`src/rtl/pipe_stage_regs_pkg.sv`:
```
// -----------------------------------------------------------------------------
// pipe_stage_regs_pkg
//   Shared Y86-64 encodings and pipeline-bundle layouts for the stage register
//   bank. This package plays the role that define.v plays in the original
//   codebase. It provides:
//     - status and instruction codes
//     - the "no register" id
//     - the field layout of each stage bundle
//     - the NOP image that a bubble loads
//     - the saturating-add helper shared by the performance counters
//
//   Bundle layout: the named fields are packed MSB-first, in the listed order,
//   starting at the top bit of the bundle. When a bundle parameter is wider than
//   its named fields, the leftover low-order bits are reserved. Reserved bits
//   pass through untouched and are zero in the NOP image. As a result, stat
//   always occupies the top three bits of every bundle.
// -----------------------------------------------------------------------------
package pipe_stage_regs_pkg;

    // Y86-64 status codes; SBUB marks a slot that holds an inserted bubble.
    typedef enum logic [2:0] {
        SBUB = 3'd0,
        SAOK = 3'd1,
        SHLT = 3'd2,
        SADR = 3'd3,
        SINS = 3'd4
    } stat_e;

    // Y86-64 instruction codes.
    typedef enum logic [3:0] {
        IHALT   = 4'h0,
        INOP    = 4'h1,
        IRRMOVQ = 4'h2,
        IIRMOVQ = 4'h3,
        IRMMOVQ = 4'h4,
        IMRMOVQ = 4'h5,
        IOPQ    = 4'h6,
        IJXX    = 4'h7,
        ICALL   = 4'h8,
        IRET    = 4'h9,
        IPUSHQ  = 4'hA,
        IPOPQ   = 4'hB
    } icode_e;

    localparam logic [3:0] RNONE = 4'hF;

    // Named-field layouts of the stage bundles. Each struct sits at the MSB end
    // of its bundle.
    typedef struct packed {
        stat_e       stat;
        icode_e      icode;
        logic [3:0]  ifun;
        logic [3:0]  ra;
        logic [3:0]  rb;
        logic [63:0] valc;
        logic [63:0] valp;
    } d_core_t;

    typedef struct packed {
        stat_e       stat;
        icode_e      icode;
        logic [3:0]  ifun;
        logic [63:0] valc;
        logic [63:0] vala;
        logic [63:0] valb;
        logic [3:0]  dste;
        logic [3:0]  dstm;
        logic [3:0]  srca;
        logic [3:0]  srcb;
    } e_core_t;

    typedef struct packed {
        stat_e       stat;
        icode_e      icode;
        logic        cnd;
        logic [63:0] vale;
        logic [63:0] vala;
        logic [3:0]  dste;
        logic [3:0]  dstm;
    } m_core_t;

    typedef struct packed {
        stat_e       stat;
        icode_e      icode;
        logic [63:0] vale;
        logic [63:0] valm;
        logic [3:0]  dste;
        logic [3:0]  dstm;
    } w_core_t;

    localparam int D_CORE_W = $bits(d_core_t);
    localparam int E_CORE_W = $bits(e_core_t);
    localparam int M_CORE_W = $bits(m_core_t);
    localparam int W_CORE_W = $bits(w_core_t);
    localparam int STAT_W   = $bits(stat_e);

    // NOP images of the named fields. Data fields are zero and every register
    // id is RNONE, so a bubble can never create a false forwarding match
    // downstream.
    localparam d_core_t D_NOP = '{
        stat: SBUB, icode: INOP, ifun: 4'h0,
        ra: RNONE, rb: RNONE, valc: 64'd0, valp: 64'd0
    };

    localparam e_core_t E_NOP = '{
        stat: SBUB, icode: INOP, ifun: 4'h0,
        valc: 64'd0, vala: 64'd0, valb: 64'd0,
        dste: RNONE, dstm: RNONE, srca: RNONE, srcb: RNONE
    };

    localparam m_core_t M_NOP = '{
        stat: SBUB, icode: INOP, cnd: 1'b0,
        vale: 64'd0, vala: 64'd0, dste: RNONE, dstm: RNONE
    };

    localparam w_core_t W_NOP = '{
        stat: SBUB, icode: INOP,
        vale: 64'd0, valm: 64'd0, dste: RNONE, dstm: RNONE
    };

    // Adds a small increment to a 32-bit event counter and sticks at all-ones
    // instead of wrapping. The wrap would make long-run statistics silently
    // wrong.
    function automatic logic [31:0] sat_add(input logic [31:0] acc,
                                            input logic [1:0]  inc);
        logic [32:0] sum;
        sum = {1'b0, acc} + {31'd0, inc};
        return sum[32] ? 32'hFFFF_FFFF : sum[31:0];
    endfunction

endpackage : pipe_stage_regs_pkg

```
`src/rtl/pipe_stage_regs_pipe_reg.sv`:
```
// -----------------------------------------------------------------------------
// pipe_reg
//   One pipeline register with hold and bubble controls. On each rising edge,
//   the register does one of three things, in priority order:
//     - stall_i asserted: keep the current contents
//     - bubble_i asserted: load NOP_VAL
//     - otherwise: capture d_i
//   Stall has priority over bubble. An asynchronous reset loads NOP_VAL.
//
// Parameters
//   W        register width
//   NOP_VAL  value loaded on reset and on bubble
// Ports
//   clk_i     in  1  clock, rising edge
//   rst_n_i   in  1  async active-low reset
//   stall_i   in  1  hold contents
//   bubble_i  in  1  load NOP_VAL
//   d_i       in  W  next contents from the upstream stage
//   q_o       out W  registered contents
// -----------------------------------------------------------------------------
module pipe_reg #(
    parameter int         W       = 1,
    parameter logic [W-1:0] NOP_VAL = '0
) (
    input  logic         clk_i,
    input  logic         rst_n_i,
    input  logic         stall_i,
    input  logic         bubble_i,
    input  logic [W-1:0] d_i,
    output logic [W-1:0] q_o
);

    // NOTE: sequential state uses non-blocking (<=) so that every register in
    // the bank samples its input before any of them updates, whatever order
    // the simulator evaluates the blocks in.
    always_ff @(posedge clk_i or negedge rst_n_i) begin
        if (!rst_n_i) begin
            q_o <= NOP_VAL;
        end else if (!stall_i) begin
            q_o <= bubble_i ? NOP_VAL : d_i;
        end
    end

endmodule : pipe_reg

```
`src/rtl/pipe_stage_regs.sv`:
```
// -----------------------------------------------------------------------------
// pipe_stage_regs
//   The bank of Y86-64 pipeline registers F, D, E, M and W. This block:
//     - applies the hazard unit's stall and bubble controls on every rising
//       edge
//     - keeps a sticky flag for the illegal D stall+bubble combination
//     - counts cycles, retired instructions and inserted bubbles
//
//   Stall means the register holds its contents. Bubble means the register
//   loads its NOP image. The stage bundles are opaque and pass through
//   bit-exact. The only field this block reads is the W status, which it needs
//   to count retirements.
//
//   Not every control exists for every register:
//     - F has no bubble.
//     - E and M have no stall.
//     - W has no bubble. W_stall_i is the halt/exception freeze, and it also
//       stops the cycle and retire counters.
//
// Parameters
//   RESET_PC  F_predPC value after reset
//   WD/WE/WM/WW  widths of the D/E/M/W bundles (at least the named-field width)
// Ports
//   clk_i, rst_n_i          clock (rising edge) and async active-low reset
//   f_predPC_i  [63:0]      next predicted PC from fetch       -> F
//   f_bundle_i  [WD-1:0]    fetch outputs                      -> D
//   d_bundle_i  [WE-1:0]    decode outputs                     -> E
//   e_bundle_i  [WM-1:0]    execute outputs                    -> M
//   m_bundle_i  [WW-1:0]    memory outputs                     -> W
//   F_stall_i, D_stall_i, D_bubble_i, E_bubble_i, M_bubble_i, W_stall_i
//                           stage controls from the hazard unit
//   F_predPC_o, D_bundle_o, E_bundle_o, M_bundle_o, W_bundle_o
//                           register contents
//   ctrl_err_o              sticky: D stall and D bubble were seen together
//   perf_cycles_o  [31:0]   edges while not halted
//   perf_retired_o [31:0]   instructions that left W with status AOK
//   perf_bubbles_o [31:0]   bubbles actually inserted into D, E and M
// -----------------------------------------------------------------------------
module pipe_stage_regs
    import pipe_stage_regs_pkg::*;
#(
    parameter logic [63:0] RESET_PC = 64'h0,
    parameter int          WD       = 157,
    parameter int          WE       = 223,
    parameter int          WM       = 148,
    parameter int          WW       = 147
) (
    input  logic          clk_i,
    input  logic          rst_n_i,
    input  logic [63:0]   f_predPC_i,
    input  logic [WD-1:0] f_bundle_i,
    input  logic [WE-1:0] d_bundle_i,
    input  logic [WM-1:0] e_bundle_i,
    input  logic [WW-1:0] m_bundle_i,
    input  logic          F_stall_i,
    input  logic          D_stall_i,
    input  logic          D_bubble_i,
    input  logic          E_bubble_i,
    input  logic          M_bubble_i,
    input  logic          W_stall_i,
    output logic [63:0]   F_predPC_o,
    output logic [WD-1:0] D_bundle_o,
    output logic [WE-1:0] E_bundle_o,
    output logic [WM-1:0] M_bundle_o,
    output logic [WW-1:0] W_bundle_o,
    output logic          ctrl_err_o,
    output logic [31:0]   perf_cycles_o,
    output logic [31:0]   perf_retired_o,
    output logic [31:0]   perf_bubbles_o
);

    // Full-width NOP images. Each one is the named-field image moved to the
    // MSB end, with zeros in the reserved low bits.
    localparam logic [WD-1:0] D_NOP_IMG = WD'(D_NOP) << (WD - D_CORE_W);
    localparam logic [WE-1:0] E_NOP_IMG = WE'(E_NOP) << (WE - E_CORE_W);
    localparam logic [WM-1:0] M_NOP_IMG = WM'(M_NOP) << (WM - M_CORE_W);
    localparam logic [WW-1:0] W_NOP_IMG = WW'(W_NOP) << (WW - W_CORE_W);

    // ---------------------------------------------------------------- registers
    pipe_reg #(.W(64), .NOP_VAL(RESET_PC)) u_f_reg (
        .clk_i    (clk_i),
        .rst_n_i  (rst_n_i),
        .stall_i  (F_stall_i),
        .bubble_i (1'b0),
        .d_i      (f_predPC_i),
        .q_o      (F_predPC_o)
    );

    pipe_reg #(.W(WD), .NOP_VAL(D_NOP_IMG)) u_d_reg (
        .clk_i    (clk_i),
        .rst_n_i  (rst_n_i),
        .stall_i  (D_stall_i),
        .bubble_i (D_bubble_i),
        .d_i      (f_bundle_i),
        .q_o      (D_bundle_o)
    );

    pipe_reg #(.W(WE), .NOP_VAL(E_NOP_IMG)) u_e_reg (
        .clk_i    (clk_i),
        .rst_n_i  (rst_n_i),
        .stall_i  (1'b0),
        .bubble_i (E_bubble_i),
        .d_i      (d_bundle_i),
        .q_o      (E_bundle_o)
    );

    pipe_reg #(.W(WM), .NOP_VAL(M_NOP_IMG)) u_m_reg (
        .clk_i    (clk_i),
        .rst_n_i  (rst_n_i),
        .stall_i  (1'b0),
        .bubble_i (M_bubble_i),
        .d_i      (e_bundle_i),
        .q_o      (M_bundle_o)
    );

    pipe_reg #(.W(WW), .NOP_VAL(W_NOP_IMG)) u_w_reg (
        .clk_i    (clk_i),
        .rst_n_i  (rst_n_i),
        .stall_i  (W_stall_i),
        .bubble_i (1'b0),
        .d_i      (m_bundle_i),
        .q_o      (W_bundle_o)
    );

    // ------------------------------------------------------- event decoding
    logic        halted;
    logic        retire;
    logic        d_bubble_applied;
    logic        ctrl_conflict;
    logic [1:0]  bubble_inc;
    stat_e       w_stat;

    // NOTE: every signal driven from always_comb is given a value on every path
    // (here: unconditionally); a path that leaves one unassigned infers a latch.
    always_comb begin
        w_stat           = stat_e'(W_bundle_o[WW-1 -: STAT_W]);
        halted           = W_stall_i;
        // The W contents leave the pipe on this edge unless W is frozen.
        retire           = (w_stat == SAOK) && !halted;
        // A stalled D keeps its instruction, so a simultaneous bubble request
        // inserts nothing and must not be counted.
        d_bubble_applied = D_bubble_i && !D_stall_i;
        ctrl_conflict    = D_stall_i && D_bubble_i;
        bubble_inc       = {1'b0, d_bubble_applied} + {1'b0, E_bubble_i}
                         + {1'b0, M_bubble_i};
    end

    // ------------------------------------------------ counters and error flag
    logic [31:0] cycles_q;
    logic [31:0] retired_q;
    logic [31:0] bubbles_q;
    logic        ctrl_err_q;

    always_ff @(posedge clk_i or negedge rst_n_i) begin
        if (!rst_n_i) begin
            cycles_q   <= 32'd0;
            retired_q  <= 32'd0;
            bubbles_q  <= 32'd0;
            ctrl_err_q <= 1'b0;
        end else begin
            cycles_q   <= sat_add(cycles_q,  {1'b0, !halted});
            retired_q  <= sat_add(retired_q, {1'b0, retire});
            bubbles_q  <= sat_add(bubbles_q, bubble_inc);
            // Sticky until reset so that software can find the violation after
            // the fact.
            ctrl_err_q <= ctrl_err_q | ctrl_conflict;
        end
    end

    assign perf_cycles_o  = cycles_q;
    assign perf_retired_o = retired_q;
    assign perf_bubbles_o = bubbles_q;
    assign ctrl_err_o     = ctrl_err_q;

endmodule : pipe_stage_regs

```
`config.mk`:
```
export PLATFORM = sky130hd
export DESIGN_NAME = pipe_stage_regs
export DESIGN_NICKNAME = d
export VERILOG_FILES = /design/src/rtl/pipe_stage_regs_pkg.sv /design/src/rtl/pipe_stage_regs_pipe_reg.sv /design/src/rtl/pipe_stage_regs.sv
export SDC_FILE = /design/constraint.sdc
export NUM_CORES = 1
export LEC_CHECK = 0
export ABC_AREA = 1
export CORE_AREA = 2 2 608 610
export CTS_BUF_LIST = sky130_fd_sc_hd__clkbuf_8
export DETAILED_ROUTE_END_ITERATION = 10
export DIE_AREA = 0 0 610 612
export GPL_TIMING_DRIVEN = 0
export PLACE_DENSITY = 0.31
export SLEW_MARGIN = 20
export SYNTH_ARGS = -nofsm -noshare
export SYNTH_HDL_FRONTEND = slang
export SYNTH_SLANG_ARGS = --single-unit
```
`constraint.sdc`:
```
create_clock -name clk_i -period 4.44 [get_ports clk_i]
set_input_delay 0.444 -clock clk_i [delete_from_list [all_inputs] [get_ports clk_i]]
set_output_delay 0.444 -clock clk_i [all_outputs]
set_load 0.01 [all_outputs]
```
==> results of run 1 <==
[synth_stat cells]
master,number
a22o_1,148
and2_1,2
buf_1,6
buf_2,25
buf_6,5
clkbuf_1,85
clkinv_1,2
dfrtp_1,792
dfstp_2,44
fa_1,2
ha_1,6
inv_1,407
inv_2,1
mux2_2,64
nand2_1,734
nand2_2,12
nand2_4,2
nand3_1,81
nand3_2,10
nand3b_1,35
nand3b_2,1
nand4_1,2
nor2_1,487
nor2_2,11
nor2_4,3
nor3_1,1
o21ai_0,15
o21bai_1,1
o22a_1,9
or2_2,43
xnor2_1,13
xor2_1,9
[cell families after synthesis]
logic type,count (synthesis)
and+or+nand+nor,1424
DFF,836
buffers and inverters,531
AOI/OAI and AO/OA,173
muxes,64
xor gates and xnor gates,22
adders and majority gates,8
[per-stage QoR]
stage / setup TNS [ps] / utilization [%] / area [µm²] / hold slack (ps)
3_5_place_dp: -2424 / 14.58 / 53520 / 291.4
3_3_place_gp: - / 14.50 / 53250 / 463.9
5_1_grt: 0 / 17.17 / 63040 / 29.75
4_1_cts: 0 / 17.16 / 63000 / 0.5322
6_report: 0 / 17.19 / 63130 / 113.9
2_1_floorplan: 0 / - / 31390 / 148.4
[worst max path at each step]
stage	slack [ps]	from	to	depth (start not counted)
after floorplan	1660	D_stall_i	perf_bubbles_o[13]	13
after global placement	-41730	rst_n_i	u_m_reg.q_o[25]	1
after detailed placement	-140	W_stall_i	perf_retired_o[14]	12
after CTS	950	W_stall_i	perf_retired_o[14]	12
after global routing	860	W_stall_i	perf_retired_o[14]	12
final	1110	W_stall_i	perf_retired_o[14]	12
[report_power, final]
part | leakage, µW | switching [µW] | internal [µW]
registers | 0.0106 | 400 | 8180
clock network | 0.00225 | 4250 | 5100
logic | 0.0148 | 2300 | 2190
total | 0.0276 | 6950 | 15500
[per-layer routing]
metal	routed length, µm	up-vias
met5	285	-
met4	7926	44
met3	26260	457
met2	149800	1494
met1	107000	16010
li1	-	14170
[worst max-delay path, delay by kind of cell]
kind	cells	cell delay, ps
buffers and inverters	3	1490
adders and majority gates	2	600
and+or+nand+nor	7	1600
[cell type report]
class	count	area (µm²)	area share (%)
Antenna cell	51	127.6	0.2022
Timing Repair Buffer	2150	21690	34.36
Clock buffer	235	3234	5.123
Clock inverter	99	623.1	0.9870
Buffer	121	531.8	0.8423
Inverter	410	1539	2.438
Multi-Input combinational cell	1691	8353	13.23
Sequential cell	836	20980	33.23
Tap cell	4837	6052	9.587
[registers in the layout, summed over array words and instances, names as in the netlist]
signal / count
u_w_reg.q_o: 147
perf_cycles_o: 32
u_f_reg.q_o: 64
u_e_reg.q_o: 223
u_m_reg.q_o: 148
ctrl_err_o: 1
u_d_reg.q_o: 157
perf_bubbles_o: 32
perf_retired_o: 32
==> metrics.md, run 1 <==
| Metric | Value |
|---|---|
| Layout cells sized above 1 | `a little under a tenth` |
| Final ANT Viol Nets | `0` |
| Leakage power total | `between 0.02 and 0.03 µW` |
| Die width | `610 µm` |
| Final setup viols | `0` |
| CP Launch Type | `input port` |
| Worst hold stages | `3` |
| Period utilization | `75.06%` |
| Most frequent cells in the layout | `clkdlybuf4s50_1 (1578), dfrtp_1 (792), nand2_1 (734)` |
| Finished Layout Cells | `roughly 10000` |
| CTS tree | `done` |
| Initial DRC count | `between 1500 and 2000` |
| Post-Place Cells | `9484` |
| Hold path start | `e_bundle_i[58]` |
| Overall Global Routing Usage | `15.13%` |
| Clock transition at path regs | `around 60 ps` |
| Met3 Use GR | `5.716%` |
| Num rows | `223` |
| Wire per inst | `27.92 µm` |
| Initial antenna violation count | `184` |
| DRT Pass-1 Iters | `5` |
| Synth Area in XOR/XNOR | `less than 1%` |
| Largest net degree at the start of global routing | `about 120` |
| Number of top-level pins | `1583` |
| Gr ovfl total | `0` |
| DP Worst Slack | `-138.6 ps` |
| Critical path's largest stage delay | `810 ps` |
| Yosys warnings | `0` |
| Chip height | `612 µm` |
| Worst-Skew Late Latency | `980 ps` |
| Post-cts repair resize count | `0` |
| Mapped Cells | `3058` |
| Mux share of post-synthesis cell area | `2.296%` |
| Synthesis-to-layout area growth | `101.1%` |
| Worst hold path type | `input port to register` |
| Clock tree buffer depth | `4` |
| Post-synthesis compound-gate area fraction | `4.644%` |
| Post-synth top area share | `63.15%` |
| Min cycle time layout | `3333 ps` |
| Syn Nets | `3813` |
| Max-Slew Margin vs Limit | `23.88%` |
| Fin. max-slew vios | `0` |
| Gpl congestion | `approximately 0.9` |
| CP Capture Type | `register` |
| Port Buffers | `1580` |
| Hold_buf cts | `561` |
| Worst r2r src | `u_w_reg.q_o[145]` |
| CP max stage cell | `clkbuf_1` |
| Final Hold Vio Count | `0` |
| Via count | `32170` |
| RSZ-0062 raised after global routing | `false` |
| Clock sink count | `836` |
| Initial Util | `8.547%` |
| FF+latch count, synth | `~840` |
| Final WS setup | `1107 ps` |
| Adder-cell share of the synthesized area | `0.3668%` |
| Simple-gate share of the synthesized area | `18.68%` |
| Nets | `6153` |
| Peak VDD IR | `192.8 µV` |
| Crit Path Class | `input port to register` |
| Pwr Total | `22420 µW` |
| CTS root buffer | `clkbuf_8` |
| Mean Syn Cell Area | `10.26 µm²` |
| CP Data Arrival Time | `4170 ps` |
| First-pass GRT wire length | `368000 µm` |
| Grt peak-use layer | `met2` |
| Worst R2R Path Depth | `8` |
| Critical Path RT | `around 5300 ps` |
| Grt met2 use | `27.61%` |
| Via density | `3.084` |
| Max capacitance violation total | `0` |
| Power per cell area | `355.2 nW/µm²` |
| Met1 usage in global routing | `16.37%` |
| Most common cell after layout, fill and taps aside | `clkdlybuf4s50_1` |
| Count of different cell masters after synthesis | `32` |
| Routed WL | `approximately 290000 µm` |
| RR Endpoint | `perf_retired_o[14]` |
| Cell Chain, Critical Path | `clkdlybuf4s50_1 -> clkinv_1 -> clkbuf_1 -> nand2_1 -> nor3_2 -> ha_1 -> ha_1 -> nand3_2 -> nor2_1 -> nand3_1 -> or2_2 -> nand3_1` |
| Worst-path maximum fanout | `10` |
| CTS Buf Count | `188` |
| DRC Markers | `0` |
| Fmax achieved | `300.1 MHz` |
| Largest area contributor in the netlist | `dfrtp_1` |
| Hold EP | `u_m_reg.q_o[58]` |
| Top cells by area, synth | `dfrtp_1 (63%), nand2_1 (8.8%), nor2_1 (5.8%)` |
| Vias in the first global route | `34090` |
| Largest family of logic cells by synthesized area | `simple AND/OR/NAND/NOR gates` |
| Fin Clk Skew | `between 80 and 90 ps` |
| H-tree levels | `4` |
| Core box area | `367200 µm²` |
| Post-CTS Setup Bufs | `0` |
| Fill cell count | `41110` |
| Status | `finished, final reports clean` |
| R2R Setup Slk | `1820 ps` |
| Sequential area share after synthesis | `66.83%` |
| Worst-Margin Slew | `between 1000 and 1500 ps` |
| DPL Wire Length | `251800 µm` |
| DIE AREA | `373300 µm²` |
| Netlist Area Pre-Place | `31390 µm²` |
No activity file was read; power rests on OpenSTA's default activity.
==> run 2, diff against run 1 <==
--- a/config.mk
+++ b/config.mk
@@ -6,10 +6,10 @@
 export NUM_CORES = 1
 export LEC_CHECK = 0
 export ABC_AREA = 1
-export CORE_AREA = 2 2 608 610
+export CORE_AREA = 2 2 618 620
 export CTS_BUF_LIST = sky130_fd_sc_hd__clkbuf_8
 export DETAILED_ROUTE_END_ITERATION = 10
-export DIE_AREA = 0 0 610 612
+export DIE_AREA = 0 0 620 622
 export GPL_TIMING_DRIVEN = 0
 export PLACE_DENSITY = 0.31
 export SLEW_MARGIN = 20
==> constraint.sdc (replaced) <==
create_clock -name clk_i -period 3.2 [get_ports clk_i]
set_input_delay 0.32 -clock clk_i [delete_from_list [all_inputs] [get_ports clk_i]]
set_output_delay 0.32 -clock clk_i [all_outputs]
set_load 0.01 [all_outputs]
==> metrics.md, run 2 (synthesized netlist as in run 1, its figures left out) <==
| Metric | Value |
|---|---|
| Status | `finished, final reports clean (unchanged)` |
| Initial antenna violation count | `161 (was 184)` |
| CTS Buf Count | `194 (was 188)` |
| Vias in the first global route | `35000 (was 34090)` |
| Critical Path Start | `D_stall_i (was W_stall_i)` |
| Overall Global Routing Usage | `14.95% (was 15.13%)` |
| Via density | `3.028 (was 3.084)` |
| DRT Pass-1 Iters | `7 (was 5)` |
| Most frequent cells in the layout | `clkdlybuf4s50_1 (1574), dfrtp_1 (792), nand2_1 (734) (was clkdlybuf4s50_1 (1578), dfrtp_1 (792), nand2_1 (734))` |
| Worst-path maximum fanout | `10 (unchanged)` |
| Clock tree buffer depth | `4 (unchanged)` |
| CTS root buffer | `clkbuf_8 (unchanged)` |
| Worst hold path type | `input port to register (unchanged)` |
| Routed WL | `296300 µm (was 291200 µm)` |
| Final setup viols | `0 (unchanged)` |
| Clock sink count | `836 (unchanged)` |
| Critical Path RT | `4050 ps (was 5270 ps)` |
| Fill cell count | `42380 (was 41110)` |
| Fin Clk Skew | `63.52 ps (was 83.61 ps)` |
| Worst R2R Path Depth | `11 (was 8)` |
| Min cycle time layout | `3012 ps` |
| Die width | `620 µm (was 610 µm)` |
| Leakage power total | `0.02834 µW (was 0.02760 µW)` |
| RSZ-0062 raised after global routing | `false (unchanged)` |
| Largest net degree at the start of global routing | `135 (was 121)` |
| CP Launch Type | `input port (unchanged)` |
| Synthesis-to-layout area growth | `107.1% (was 101.1%)` |
| Core box area | `378300 µm² (was 367200 µm²)` |
| DRC Markers | `0 (unchanged)` |
| Largest regs | `u_e_reg.q_o (223), u_d_reg.q_o (157), u_m_reg.q_o (148) (unchanged)` |
| Storage cell area | `20980 µm² (unchanged)` |
| Gr ovfl total | `0 (unchanged)` |
| Worst hold stages | `3 (unchanged)` |
| Fmax achieved | `332.0 MHz` |
| Crit Path Class | `input port to register (unchanged)` |
| Fin. max-slew vios | `0 (unchanged)` |
| Worst r2r src | `u_w_reg.q_o[144] (was u_w_reg.q_o[145])` |
| First-pass GRT wire length | `375100 µm (was 368000 µm)` |
| Initial Util | `8.295% (was 8.547%)` |
| Final WS setup | `187.9 ps (was 1107 ps)` |
| Nets | `6306 (was 6153)` |
| Max capacitance violation total | `0 (unchanged)` |
| Worst-Margin Slew | `1094 ps (was 1142 ps)` |
| Final ANT Viol Nets | `0 (unchanged)` |
| DP Worst Slack | `-751.1 ps (was -138.6 ps)` |
| Period utilization | `94.13%` |
| Peak VDD IR | `335.2 µV (was 192.8 µV)` |
| H-tree levels | `4 (unchanged)` |
| Num rows | `226 (was 223)` |
| Most common cell after layout, fill and taps aside | `clkdlybuf4s50_1 (unchanged)` |
| Wire per inst | `27.52 µm (was 27.92 µm)` |
| Chip height | `622 µm (was 612 µm)` |
| CP Capture Type | `register (unchanged)` |
| Via count | `32600 (was 32170)` |
| Max reg flops | `223 (unchanged)` |
| Critical path endpoint | `perf_bubbles_o[14] (was perf_retired_o[14])` |
| RR Endpoint | `perf_retired_o[22] (was perf_retired_o[14])` |
| Clock transition at path regs | `60 ps (about the same)` |
| Post-CTS Setup Bufs | `0 (unchanged)` |
| Largest register by flop count | `u_e_reg.q_o (unchanged)` |
| Max-Slew Margin vs Limit | `26.77% (was 23.88%)` |
| Final Hold Vio Count | `0 (unchanged)` |
| CP Data Arrival Time | `3860 ps (was 4170 ps)` |
| CTS tree | `done (unchanged)` |
| Power per cell area | `489.6 nW/µm² (was 355.2 nW/µm²)` |
| Initial DRC count | `1742 (was 1737)` |
| DIE AREA | `385600 µm² (was 373300 µm²)` |
| Multi-input gate area | `8353 µm² (unchanged)` |
| Port Buffers | `1580 (unchanged)` |
| Layout cells sized above 1 | `9.121% (was 9.166%)` |
| R2R Setup Slk | `560 ps (was 1820 ps)` |
| Worst-Skew Late Latency | `980 ps (about the same)` |
| Gpl congestion | `0.9090 (was 0.9150)` |
| DPL Wire Length | `254800 µm (was 251800 µm)` |
| Final hold slack | `137.3 ps (was 113.9 ps)` |
| Number of top-level pins | `1583 (unchanged)` |
-- run 2: cell types whose count changed in the layout (fill, tap and decap cells not counted), moves of 2 or more --
cell / before / now
inv_8: 1 / 3
bufinv_16: 6 / 10
diode_2: 51 / 49
dlygate4sd3_1: 560 / 706
inv_1: 474 / 479
clkdlybuf4s50_1: 1578 / 1574
buf_2: 27 / 29
clkbuf_1: 79 / 77
clkbuf_2: 6 / 8
clkbuf_8: 235 / 233
-- run 2: worst min path at each step --
stage	start	end	slack [ps]
6_report	d_bundle_i[219]	u_e_reg.q_o[219]	140
2_1_floorplan	rst_n_i	ctrl_err_o	20
3_3_place_gp	u_w_reg.q_o[9]	u_w_reg.q_o[9]	460
4_1_cts	d_bundle_i[22]	u_e_reg.q_o[22]	5
5_1_grt	f_bundle_i[69]	u_d_reg.q_o[69]	50
3_5_place_dp	rst_n_i	u_d_reg.q_o[53]	270
-- run 2: stage by stage --
stage / instance area, µm² / power (µW) / std cells / TNS, ps / utilization, %
2_1_floorplan: 31390 / 13300 / 3058 / 0 / -
3_3_place_gp: 53480 / 17800 / 9654 / - / 14.13
3_5_place_dp: 53740 / 17820 / 9664 / -43380 / 14.20
4_1_cts: 64860 / 32830 / 10720 / 0 / 17.14
5_1_grt: 64940 / 33410 / 10750 / 0 / 17.16
6_report: 64990 / 31820 / 10770 / 0 / 17.18
-- run 2: layout make-up --
| class | instances | share of cell area [%] |
|---|---|---|
| repair buffers | 2297 | 35.64 |
| clock buffers | 233 | 4.935 |
| clock inverters | 113 | 1.263 |
| plain buffers | 121 | 0.8202 |
| diodes | 49 | 0.1887 |
| multi-input cells | 1691 | 12.85 |
| inverters | 410 | 2.368 |
| flip-flops and latches | 836 | 32.28 |
| well taps | 5016 | 9.657 |
-- run 2: power by group --
group	switching [µW]	total, µW	internal (µW)
logic	3270	6430	3150
registers	560	11900	11400
clock network	6060	13500	7410
-- run 2: routing by layer --
| metal | GRT usage (%) | wire [µm] | vias up |
|---|---|---|---|
| met1 | 15.73 | 105900 | 16160 |
| met5 | 0 | 214 | - |
| met2 | 28.28 | 156900 | 1442 |
| li1 | - | - | 14490 |
| met3 | 4.980 | 24940 | 471 |
| met4 | 3.468 | 8274 | 32 |
-- run 2: repair_timing --
action / CTS / global route
hold endpoints to repair: 1166 / 0
setup endpoints to repair: 1 / 0
resized for setup: 1 / 0
hold buffers: 707 / 0
-- run 2: critical path, stage by stage --
cell,delay [ps]
dlygate4sd3_1,530
buf_2,260
clkbuf_2,490
nor2_1,130
fa_1,500
ha_1,220
fa_1,320
inv_1,130
nor2_4,220
nand3_1,200
nor2_2,210
nand3_1,200
nand2_1,120
==> run 3, diff against run 2 <==
--- a/config.mk
+++ b/config.mk
@@ -11,7 +11,6 @@
 export DETAILED_ROUTE_END_ITERATION = 10
 export DIE_AREA = 0 0 620 622
 export GPL_TIMING_DRIVEN = 0
-export PLACE_DENSITY = 0.31
 export SLEW_MARGIN = 20
 export SYNTH_ARGS = -nofsm -noshare
 export SYNTH_HDL_FRONTEND = slang
==> metrics.md, run 3 (synthesized netlist as in run 1, its figures left out) <==
| Metric | Value |
|---|---|
| Met1 usage in global routing | `16.01% (was 15.73%)` |
| Most common cell after layout, fill and taps aside | `clkdlybuf4s50_1 (unchanged)` |
| Final Hold Vio Count | `0 (unchanged)` |
| Fin Clk Skew | `26.48 ps (was 63.52 ps)` |
| Top Family by Delay on Critical Path | `buffers and inverters (unchanged)` |
| Pwr Total | `31910 µW (was 31820 µW)` |
| Worst r2r src | `u_w_reg.q_o[144] (unchanged)` |
| DIE AREA | `385600 µm² (unchanged)` |
| CP Data Arrival Time | `2740 ps (was 3860 ps)` |
| H-tree levels | `4 (unchanged)` |
| Largest register by flop count | `u_e_reg.q_o (unchanged)` |
| Nets | `6337 (was 6306)` |
| Min cycle time layout | `3059 ps (was 3012 ps)` |
| Final hold slack | `148.1 ps (was 137.3 ps)` |
| Gpl congestion | `0.9440 (was 0.9090)` |
| Hold path start | `f_predPC_i[0] (was d_bundle_i[219])` |
| Clock transition at path regs | `60 ps (about the same)` |
| CP max stage cell | `clkdlybuf4s50_1 (was dlygate4sd3_1)` |
| Via density | `3.071 (was 3.028)` |
| Overall Global Routing Usage | `16.36% (was 14.95%)` |
| CTS Buf Count | `180 (was 194)` |
| Worst-Margin Slew | `1164 ps (was 1094 ps)` |
| Die width | `620 µm (unchanged)` |
| First-pass GRT wire length | `397700 µm (was 375100 µm)` |
| Leakage power total | `0.02840 µW (was 0.02834 µW)` |
| Initial Util | `8.295% (unchanged)` |
| Status | `finished, final reports clean (unchanged)` |
| Clock sink count | `836 (unchanged)` |
| Routed WL | `324400 µm (was 296300 µm)` |
| Worst-Skew Late Latency | `940 ps (was 980 ps)` |
| CTS root buffer | `clkbuf_8 (unchanged)` |
| Initial DRC count | `2267 (was 1742)` |
| Worst R2R Path Depth | `12 (was 11)` |
| Peak VDD IR | `327.5 µV (was 335.2 µV)` |
| RR Endpoint | `perf_retired_o[19] (was perf_retired_o[22])` |
| CTS tree | `done (unchanged)` |
| Grt met2 use | `30.66% (was 28.28%)` |
| Clock tree buffer depth | `4 (unchanged)` |
| Cell Chain, Critical Path | `clkdlybuf4s50_1 (was dlygate4sd3_1 -> buf_2 -> clkbuf_2 -> nor2_1 -> fa_1 -> ha_1 -> fa_1 -> inv_1 -> nor2_4 -> nand3_1 -> nor2_2 -> nand3_1 -> nand2_1)` |
| DRC Markers | `0 (unchanged)` |
| Number of top-level pins | `1583 (unchanged)` |
| DPL Wire Length | `283700 µm (was 254800 µm)` |
| Post-CTS Setup Bufs | `0 (unchanged)` |
| Wire per inst | `29.94 µm (was 27.52 µm)` |
| Critical path buffers and inverters | `1 (was 4)` |
| CP Launch Type | `register (was input port)` |
| Grt peak-use layer | `met2 (unchanged)` |
| Critical Path RT | `2880 ps (was 4050 ps)` |
| Final Util | `17.29% (was 17.18%)` |
| Most frequent cells in the layout | `clkdlybuf4s50_1 (1573), dfrtp_1 (792), dlygate4sd3_1 (752) (was clkdlybuf4s50_1 (1574), dfrtp_1 (792), nand2_1 (734))` |
| Crit Path Class | `register to output pin (was input port to register)` |
| Period utilization | `95.60% (was 94.13%)` |
| Critical path's largest stage delay | `1270 ps (was 530 ps)` |
| Port Buffers | `1580 (unchanged)` |
| Via count | `33270 (was 32600)` |
| Chip height | `622 µm (unchanged)` |
| Fmax achieved | `326.9 MHz (was 332.0 MHz)` |
| Vias in the first global route | `33730 (was 35000)` |
| DRT Pass-1 Iters | `5 (was 7)` |
| Max-Slew Margin vs Limit | `22.18% (was 26.77%)` |
| Initial antenna violation count | `280 (was 161)` |
| Final setup viols | `0 (unchanged)` |
| Fin. max-slew vios | `0 (unchanged)` |
| Gr ovfl total | `0 (unchanged)` |
| Layout cells sized above 1 | `8.965% (was 9.121%)` |
| Num rows | `226 (unchanged)` |
| Largest net degree at the start of global routing | `133 (was 135)` |
| Final ANT Viol Nets | `0 (unchanged)` |
| Power per cell area | `487.7 nW/µm² (was 489.6 nW/µm²)` |
| Hold EP | `u_f_reg.q_o[0] (was u_e_reg.q_o[219])` |
| RSZ-0062 raised after global routing | `false (unchanged)` |
| Core box area | `378300 µm² (unchanged)` |
| Synthesis-to-layout area growth | `108.5% (was 107.1%)` |
| Largest regs | `u_e_reg.q_o (223), u_d_reg.q_o (157), u_m_reg.q_o (148) (unchanged)` |
| R2R Setup Slk | `670 ps (was 560 ps)` |
| Worst-path maximum fanout | `4 (was 10)` |
| Worst hold stages | `2 (was 3)` |
| Max capacitance violation total | `0 (unchanged)` |
| Met3 Use GR | `7.040% (was 4.980%)` |
| Max reg flops | `223 (unchanged)` |
| Worst hold path type | `input port to register (unchanged)` |
| CP Capture Type | `output pin (was register)` |
-- run 3: changes by cell type in the layout (fill, tap and decap cells not counted), moves of 3 or more --
cell / delta
dlygate4sd3_1: +46
clkinvlp_4: +4
clkbuf_8: -21
clkbuf_1: -3
bufinv_16: +6
inv_1: -14
clkinv_4: +3
diode_2: +48
-- run 3: what timing repair did --
item / CTS / global route
hold buffers: 753 / 0
gates resized for setup: 3 / 0
endpoints found under the hold margin: 1208 / 0
setup endpoints to repair: 3 / 3
-- run 3: worst max-delay path by stage --
stage,startpoint,end,slack [ps],depth (start not counted)
final,perf_cycles_o[10],perf_cycles_o[10],140,1
after global routing,perf_cycles_o[10],perf_cycles_o[10],100,1
after CTS,perf_cycles_o[10],perf_cycles_o[10],30,1
after detailed placement,W_stall_i,perf_retired_o[21],-710,15
after global placement,rst_n_i,u_m_reg.q_o[45],-41220,1
after floorplan,D_stall_i,perf_bubbles_o[15],550,13
-- run 3: stage by stage --
| stage | setup WS, ps | TNS, ps | cells | cell area (µm²) |
|---|---|---|---|---|
| floorplan | 548.2 | 0 | 3058 | 31390 |
| global placement | -41220 | - | 9654 | 53480 |
| detailed placement | -707.8 | -64090 | 9664 | 53760 |
| CTS | 27.51 | 0 | 10740 | 65200 |
| global route | 96.83 | 0 | 10790 | 65300 |
| finish | 140.8 | 0 | 10840 | 65430 |
-- run 3: area by class of cell --
class	count	area [µm²]
multi-input cells	1691	8353
fillers	42040	312900
repair buffers	2343	23620
plain buffers	120	531.8
well taps	5016	6276
flip-flops and latches	836	20980
clock buffers	212	2918
diodes	97	242.7
clock inverters	110	973.4
inverters	410	1539
-- run 3: report_power, final --
part / internal (µW) / switching, µW / total [µW] / leakage (µW)
registers: 11400 / 471 / 11800 / 0.0106
clock network: 7350 / 5870 / 13200 / 0.00220
logic: 3190 / 3680 / 6860 / 0.0156
total: 21900 / 10000 / 31900 / 0.0284
-- run 3: metal layers --
| layer | wire length, µm | vias to the layer above |
|---|---|---|
| met3 | 32160 | 731 |
| li1 | - | 14630 |
| met5 | 476 | - |
| met4 | 12200 | 70 |
| met1 | 109000 | 16000 |
| met2 | 170600 | 1842 |
